--- config.mk ---
export PLATFORM = sky130hd
export DESIGN_NAME = voxel_ray_traverser
export DESIGN_NICKNAME = d
export VERILOG_FILES = /design/src/rtl/voxel_ray_traverser_pkg.sv /design/src/rtl/voxel_ray_traverser_dda_axis_select.sv /design/src/rtl/voxel_ray_traverser.sv
export SDC_FILE = /design/constraint.sdc
export NUM_CORES = 1
export LEC_CHECK = 0
export ABC_AREA = 1
export CAP_MARGIN = 5
export CORE_MARGIN = 5
export CORE_UTILIZATION = 45
export CTS_BUF_LIST = sky130_fd_sc_hd__clkbuf_4
export CTS_CLUSTER_DIAMETER = 150
export DETAILED_ROUTE_END_ITERATION = 6
export GPL_ROUTABILITY_DRIVEN = 1
export PLACE_DENSITY = 0.74
export REMOVE_ABC_BUFFERS = 1
export SLEW_MARGIN = 5
export SYNTH_ARGS = -nofsm -noshare
export SYNTH_HDL_FRONTEND = slang
export SYNTH_SLANG_ARGS = --single-unit
--- constraint.sdc ---
create_clock -name clk_in -period 5.3 [get_ports clk_in]
set_input_delay 1.59 -clock clk_in [delete_from_list [all_inputs] [get_ports clk_in]]
set_output_delay 1.59 -clock clk_in [all_outputs]
set_load 0.02 [all_outputs]
--- src/rtl/voxel_ray_traverser_pkg.sv ---
// Shared types for the voxel ray traverser and the chunk block-lookup interface.
package voxel_ray_traverser_pkg;

  localparam int POS_W       = 8;
  localparam int CHUNK_WIDTH = 16;

  typedef struct packed {
    logic signed [POS_W-1:0] z;
    logic signed [POS_W-1:0] y;
    logic signed [POS_W-1:0] x;
  } BlockPos;

  typedef enum logic [3:0] {
    BLOCK_AIR   = 4'd0,
    BLOCK_STONE = 4'd1,
    BLOCK_DIRT  = 4'd2,
    BLOCK_GRASS = 4'd3
  } BlockType;

  // Encoding is 1 + 2*axis + (step was -1), which the traverser relies on.
  typedef enum logic [2:0] {
    FACE_NONE  = 3'd0,
    FACE_NEG_X = 3'd1,
    FACE_POS_X = 3'd2,
    FACE_NEG_Y = 3'd3,
    FACE_POS_Y = 3'd4,
    FACE_NEG_Z = 3'd5,
    FACE_POS_Z = 3'd6
  } Face;

  typedef enum logic [1:0] {
    ST_IDLE,
    ST_LOOKUP,
    ST_STEP,
    ST_DONE
  } trav_state_e;

endpackage

--- src/rtl/voxel_ray_traverser_dda_axis_select.sv ---
// Combinational argmin over three t_max values, ties resolved x, then y, then z.
module dda_axis_select
  import voxel_ray_traverser_pkg::*;
#(
  parameter int T_WIDTH = 24
) (
  input  logic [T_WIDTH-1:0] t_x_i,
  input  logic [T_WIDTH-1:0] t_y_i,
  input  logic [T_WIDTH-1:0] t_z_i,
  output logic [1:0]         axis_o,
  output logic               all_ones_o
);

  logic [T_WIDTH-1:0] t_min;

  always_comb begin
    if (t_x_i <= t_y_i && t_x_i <= t_z_i) begin
      axis_o = 2'd0;
      t_min  = t_x_i;
    end else if (t_y_i <= t_z_i) begin
      axis_o = 2'd1;
      t_min  = t_y_i;
    end else begin
      axis_o = 2'd2;
      t_min  = t_z_i;
    end
  end

  // An all-ones minimum means no axis has a finite boundary left.
  assign all_ones_o = &t_min;

endmodule

--- src/rtl/voxel_ray_traverser.sv ---
// Amanatides-Woo DDA ray walker driving the chunk block-lookup interface.
// Optional macro RAYCAST_ABORT_EN adds abort_in to cancel an in-flight ray.
module voxel_ray_traverser
  import voxel_ray_traverser_pkg::*;
#(
  parameter int  T_WIDTH   = 24,
  parameter int  MAX_STEPS = 128,
  localparam int STEP_W    = $clog2(MAX_STEPS + 1)
) (
  input  logic                   clk_in,
  input  logic                   rst_n_in,
  input  logic                   start_valid,
  output logic                   start_ready,
  input  BlockPos                origin,
  input  logic [2:0]             step_neg,
  input  logic [3*T_WIDTH-1:0]   t_max_init,
  input  logic [3*T_WIDTH-1:0]   t_delta,
  output BlockPos                lookup_addr,
  output logic                   lookup_read_enable,
  input  BlockType               lookup_out,
  input  logic                   lookup_valid,
  output logic                   result_valid,
  input  logic                   result_ready,
  output logic                   result_hit,
  output BlockPos                result_pos,
  output BlockType               result_block,
  output Face                    result_face,
  output logic [STEP_W-1:0]      result_steps
`ifdef RAYCAST_ABORT_EN
  ,
  input  logic                   abort_in
`endif
);

  trav_state_e state_q, state_d;
  BlockPos     pos_q, pos_d;
  logic [STEP_W-1:0] steps_q, steps_d;
  Face         face_q, face_d;
  logic        hit_q, hit_d;
  BlockType    block_q, block_d;

  logic [2:0][T_WIDTH-1:0] tmax_q, tmax_d, tdel_q;
  logic [2:0]              neg_q;

  logic [1:0]              sel_axis;
  logic                    sel_ones;
  logic [2:0][POS_W-1:0]   pos_arr, pos_nxt_arr;
  logic signed [POS_W-1:0] cur_c;
  logic signed [POS_W:0]   nxt_c;
  logic                    out_of_chunk;

  function automatic logic [T_WIDTH-1:0] sat_add(input logic [T_WIDTH-1:0] a,
                                                 input logic [T_WIDTH-1:0] b);
    logic [T_WIDTH:0] s;
    s = {1'b0, a} + {1'b0, b};
    return s[T_WIDTH] ? '1 : s[T_WIDTH-1:0];
  endfunction

  dda_axis_select #(.T_WIDTH(T_WIDTH)) u_sel (
    .t_x_i      (tmax_q[0]),
    .t_y_i      (tmax_q[1]),
    .t_z_i      (tmax_q[2]),
    .axis_o     (sel_axis),
    .all_ones_o (sel_ones)
  );

  // Stepped coordinate is formed one bit wider so the chunk-exit test cannot wrap.
  assign pos_arr = pos_q;
  assign cur_c   = pos_arr[sel_axis];
  assign nxt_c   = {cur_c[POS_W-1], cur_c} +
                   (neg_q[sel_axis] ? {(POS_W+1){1'b1}} : (POS_W+1)'(1));
  assign out_of_chunk = neg_q[sel_axis] ? (int'(nxt_c) < -CHUNK_WIDTH)
                                        : (int'(nxt_c) >= CHUNK_WIDTH);

  always_comb begin
    pos_nxt_arr           = pos_arr;
    pos_nxt_arr[sel_axis] = nxt_c[POS_W-1:0];
  end

  always_comb begin
    state_d = state_q;
    pos_d   = pos_q;
    steps_d = steps_q;
    face_d  = face_q;
    hit_d   = hit_q;
    block_d = block_q;
    tmax_d  = tmax_q;
    case (state_q)
      ST_IDLE: begin
        if (start_valid) begin
          state_d = ST_LOOKUP;
          pos_d   = origin;
          steps_d = '0;
          face_d  = FACE_NONE;
          hit_d   = 1'b0;
          block_d = BLOCK_AIR;
          tmax_d  = t_max_init;
        end
      end
      ST_LOOKUP: begin
        if (lookup_valid) begin
          if (lookup_out != BLOCK_AIR) begin
            block_d = lookup_out;
            hit_d   = 1'b1;
            state_d = ST_DONE;
          end else begin
            state_d = ST_STEP;
          end
        end
      end
      ST_STEP: begin
        if (sel_ones) begin
          state_d = ST_DONE;
        end else begin
          pos_d            = BlockPos'(pos_nxt_arr);
          tmax_d[sel_axis] = sat_add(tmax_q[sel_axis], tdel_q[sel_axis]);
          steps_d          = steps_q + STEP_W'(1);
          face_d           = Face'({sel_axis, 1'b0} + {2'b00, neg_q[sel_axis]} + 3'd1);
          if (out_of_chunk || steps_d == STEP_W'(MAX_STEPS)) state_d = ST_DONE;
          else                                               state_d = ST_LOOKUP;
        end
      end
      ST_DONE: begin
        if (result_ready) state_d = ST_IDLE;
      end
      default: state_d = ST_IDLE;
    endcase
`ifdef RAYCAST_ABORT_EN
    if (abort_in && state_q != ST_IDLE) state_d = ST_IDLE;
`endif
  end

  always_ff @(posedge clk_in or negedge rst_n_in) begin
    if (!rst_n_in) begin
      state_q <= ST_IDLE;
      pos_q   <= '0;
      steps_q <= '0;
      face_q  <= FACE_NONE;
      hit_q   <= 1'b0;
      block_q <= BLOCK_AIR;
    end else begin
      state_q <= state_d;
      pos_q   <= pos_d;
      steps_q <= steps_d;
      face_q  <= face_d;
      hit_q   <= hit_d;
      block_q <= block_d;
    end
  end

  always_ff @(posedge clk_in) begin
    tmax_q <= tmax_d;
    if (state_q == ST_IDLE && start_valid) begin
      tdel_q <= t_delta;
      neg_q  <= step_neg;
    end
  end

  assign start_ready        = (state_q == ST_IDLE);
  assign lookup_read_enable = (state_q == ST_LOOKUP);
  assign lookup_addr        = pos_q;
  assign result_valid       = (state_q == ST_DONE);
  assign result_hit         = hit_q;
  assign result_pos         = pos_q;
  assign result_block       = block_q;
  assign result_face        = face_q;
  assign result_steps       = steps_q;

endmodule
==> results.sh <==
export IMPL_min_period_over_period=0.940
export IMPL_drive_above_1_share=0.0572
export IMPL_synth_edf_count=147
export IMPL_dp_hpwl_um=28000
export IMPL_syn2layout_area_growth_pct=24.6
export IMPL_yosysWarningCount=0
export IMPL_num_vias=11000
export IMPL_max_freq_mhz=201
export IMPL_yosysTopAreaCellShare=0.362
export IMPL_grt_overflow=0
export IMPL_worstSetupPathType="flip-flop to flip-flop"
export IMPL_cp_arrival_ns=5.27
export IMPL_detail_route_antenna_nets=0
export IMPL_final_cell_area_um2=15200
export IMPL_slew_viol_final=0
export IMPL_placed_area_um2=14800
export IMPL_crit_path_end_kind="flip-flop"
export IMPL_required_ns=5.59
export IMPL_io_pins=247
export IMPL_tns_ns=0
export IMPL_clock_skew_ns=0.0308
export IMPL_rows=60
export IMPL_grt_pass1_wl_um=56900
export IMPL_core_um2=26800
export IMPL_clock_sinks=189
export IMPL_hold_viol_final=0
export IMPL_synthTopCellsByArea="edfxtp_1, nand2_1, ha_1, dfrtp_1, o21ai_0"
export IMPL_drt_pass1_iterations=7
export IMPL_die_x_um=175
export IMPL_pre_cts_slack_ns=0.279
export IMPL_drtIter0Drc=1030
export IMPL_routabilityCongestion=0.931
export IMPL_dieArea_um2=30500
export IMPL_avgRoutedWirePerCell_um=18.0
export IMPL_grt_max_degree=85
export IMPL_first_global_vias=10800
export IMPL_synth_top_area_cell="edfxtp_1"
export IMPL_postSynthAreaPerCell_um2=8.33
export IMPL_cts_max_path_buffers=2
export IMPL_cts_root_buf="clkbuf_4"
export IMPL_setup_ws_ns=0.317
export IMPL_ys_async_sr_fraction=0.222
export IMPL_port_buffers=246
export IMPL_cts_tree="built"
export IMPL_violations="DRC"
export IMPL_antenna_found_initial=2
export IMPL_yosysMostFrequentCell="nand2_1"
export IMPL_die_h_um=175
export IMPL_synth_seq_cells=189
export IMPL_start_util=0.455
export IMPL_synthCells=1464
export IMPL_crit_fanout=36
export IMPL_ys_seq_area_frac=0.448
export IMPL_worst_pin_slew_ns=1.32
export IMPL_finalNetCount=1970
export IMPL_synth_main_ff_cell="edfxtp_1"
export IMPL_htree_levels=4
export IMPL_drc=3
export IMPL_final_core_util=0.567
export IMPL_wl_um=36800
export IMPL_start_kind="flip-flop"
export IMPL_slew_headroom=0.122
export IMPL_grt_util_all_layers=0.234
export IMPL_synth_commonest_cells="nand2_1, edfxtp_1, nor2_1"
export IMPL_ys_types=50
export IMPL_min_path_type="flip-flop to flip-flop"
export IMPL_fillers=2446
export IMPL_syn_area_um2=12200
export IMPL_cap_viol_max_count=0
export IMPL_status="finished with violations"
export IMPL_vias_per_cell=5.39
export IMPL_fin_crit_ns=4.98
export IMPL_clock_latency_ns=0.62
export IMPL_cts_buffers=17
export IMPL_setup_viol=0
export IMPL_path_clk_slew_ns=0.17
==> worst max-delay path, cell delays in order, from the launching register on <==
cell and delay [ns]:
edfxtp_1 0.48, ha_1 0.34, a21oi_1 0.16, nor2_1 0.06
nor2_1 0.23, nand2_1 0.12, nand2_2 0.07, nand3_2 0.07
nand2_4 0.07, buf_4 0.34, o21ai_0 0.13, nand2_1 0.06
o21ai_0 0.26, buf_4 0.25, ha_1 0.27, nand3_1 0.07
nand2_1 0.10, inv_1 0.05, o21a_1 0.19, inv_1 0.11
a21oi_2 0.09, o21bai_2 0.22, a31oi_2 0.18, o21bai_1 0.22
o21ai_0 0.13, a21oi_1 0.21, o21ai_0 0.17
==> logic make-up (layout without fill, tap and decap cells) <==
group	count (synthesis)	after routing	synth area share
compound gates	291	291	0.131
xor+xnor	19	19	0.0136
fa+ha+maj	107	107	0.111
buf+inv	208	440	0.0795
flops	189	189	0.448
other cells	0	2	0
simple gates	650	650	0.216
==> metrics by stage <==
| stage | instances | hold slack, ns |
|---|---|---|
| 2_1_floorplan | 1398 | 0.591 |
| 3_3_place_gp | 2002 | 0.469 |
| 3_5_place_dp | 2002 | 0.477 |
| 4_1_cts | 2034 | 0.514 |
| 5_1_grt | 2039 | 0.556 |
| 6_report | 2039 | 0.513 |
==> state kept, by name, summed over array words and instances, names as in the netlist <==
| name | cells |
|---|---|
| result_block | 4 |
| state_q | 2 |
| result_steps | 8 |
| tdel_q | 72 |
| result_face | 3 |
| tmax_q | 72 |
| result_hit | 1 |
| neg_q | 3 |
| lookup_addr | 24 |
==> placed cells by master (no fill, tap or decap), types with 3 or more instances in the layout <==
| master | synthesis | layout |
|---|---|---|
| nand2_1 | 434 | 433 |
| clkdlybuf4s50_1 | 0 | 245 |
| edfxtp_1 | 147 | 147 |
| o21ai_0 | 140 | 140 |
| nor2_1 | 141 | 138 |
| inv_1 | 135 | 134 |
| ha_1 | 105 | 105 |
| a21oi_1 | 70 | 68 |
| dfrtp_1 | 42 | 42 |
| o22ai_1 | 30 | 30 |
| nand3_1 | 29 | 29 |
| buf_4 | 25 | 18 |
| clkbuf_4 | 0 | 17 |
| o21ai_1 | 12 | 12 |
| xor2_1 | 11 | 11 |
| nand4_1 | 10 | 10 |
| or2_2 | 10 | 10 |
| a21o_1 | 9 | 9 |
| o21a_1 | 9 | 9 |
| xnor2_1 | 8 | 8 |
| clkinv_8 | 0 | 7 |
| nor2_2 | 4 | 6 |
| nor3_1 | 6 | 6 |
| a22o_1 | 6 | 6 |
| inv_6 | 2 | 5 |
| nand2_2 | 3 | 4 |
| inv_2 | 3 | 3 |
| nor2_4 | 2 | 3 |
| a21oi_2 | 1 | 3 |
| a31oi_1 | 4 | 3 |
| o21bai_1 | 4 | 3 |
==> what timing repair did <==
item,4_1_cts,5_1_grt
gates resized for setup,0,9
setup buffers,0,3
endpoints found under the setup margin,0,35
hold endpoints to repair,0,0
hold buffers,0,0
==> routing by layer <==
layer / part of all wire / routed length (um) / global-route usage / vias up
met3: 0.081 / 2990 / 0.0537 / 77
met1: 0.42 / 15500 / 0.311 / 5123
met4: 0.033 / 1200 / 0.0831 / 0
met2: 0.46 / 17100 / 0.379 / 452
li1: - / - / - / 5336
met5: 0 / 0 / 0 / -
==> final timing paths <==
kind	startpoint	end	slack (ns)	depth (start not counted)
worst max-delay path	tmax_q[29]	tmax_q[45]	0.32	26
worst min-delay path	result_face[1]	result_face[1]	0.51	2
worst max register to register	tmax_q[29]	tmax_q[45]	0.32	26
worst min register to register	result_face[1]	result_face[1]	0.51	2
max in group asynchronous	rst_n_in	lookup_addr[8]	3.54	1
min in group asynchronous	rst_n_in	lookup_addr[17]	1.11	1
==> final cells by class <==
cell class                      count  area [um2]  share of cell area
Antenna cell                        2        5.00            0.000329
Sequential cell                   189        5470               0.360
Clock buffer                       17         128             0.00840
Multi-Input combinational cell   1067        5800               0.381
Tap cell                          341         427              0.0281
Inverter                          142         551              0.0362
Clock inverter                     15         195              0.0128
Timing Repair Buffer              266        2630               0.173
Power is not shown: default switching activity piles up to over one toggle a cycle in this logic, so the estimate is an artifact.
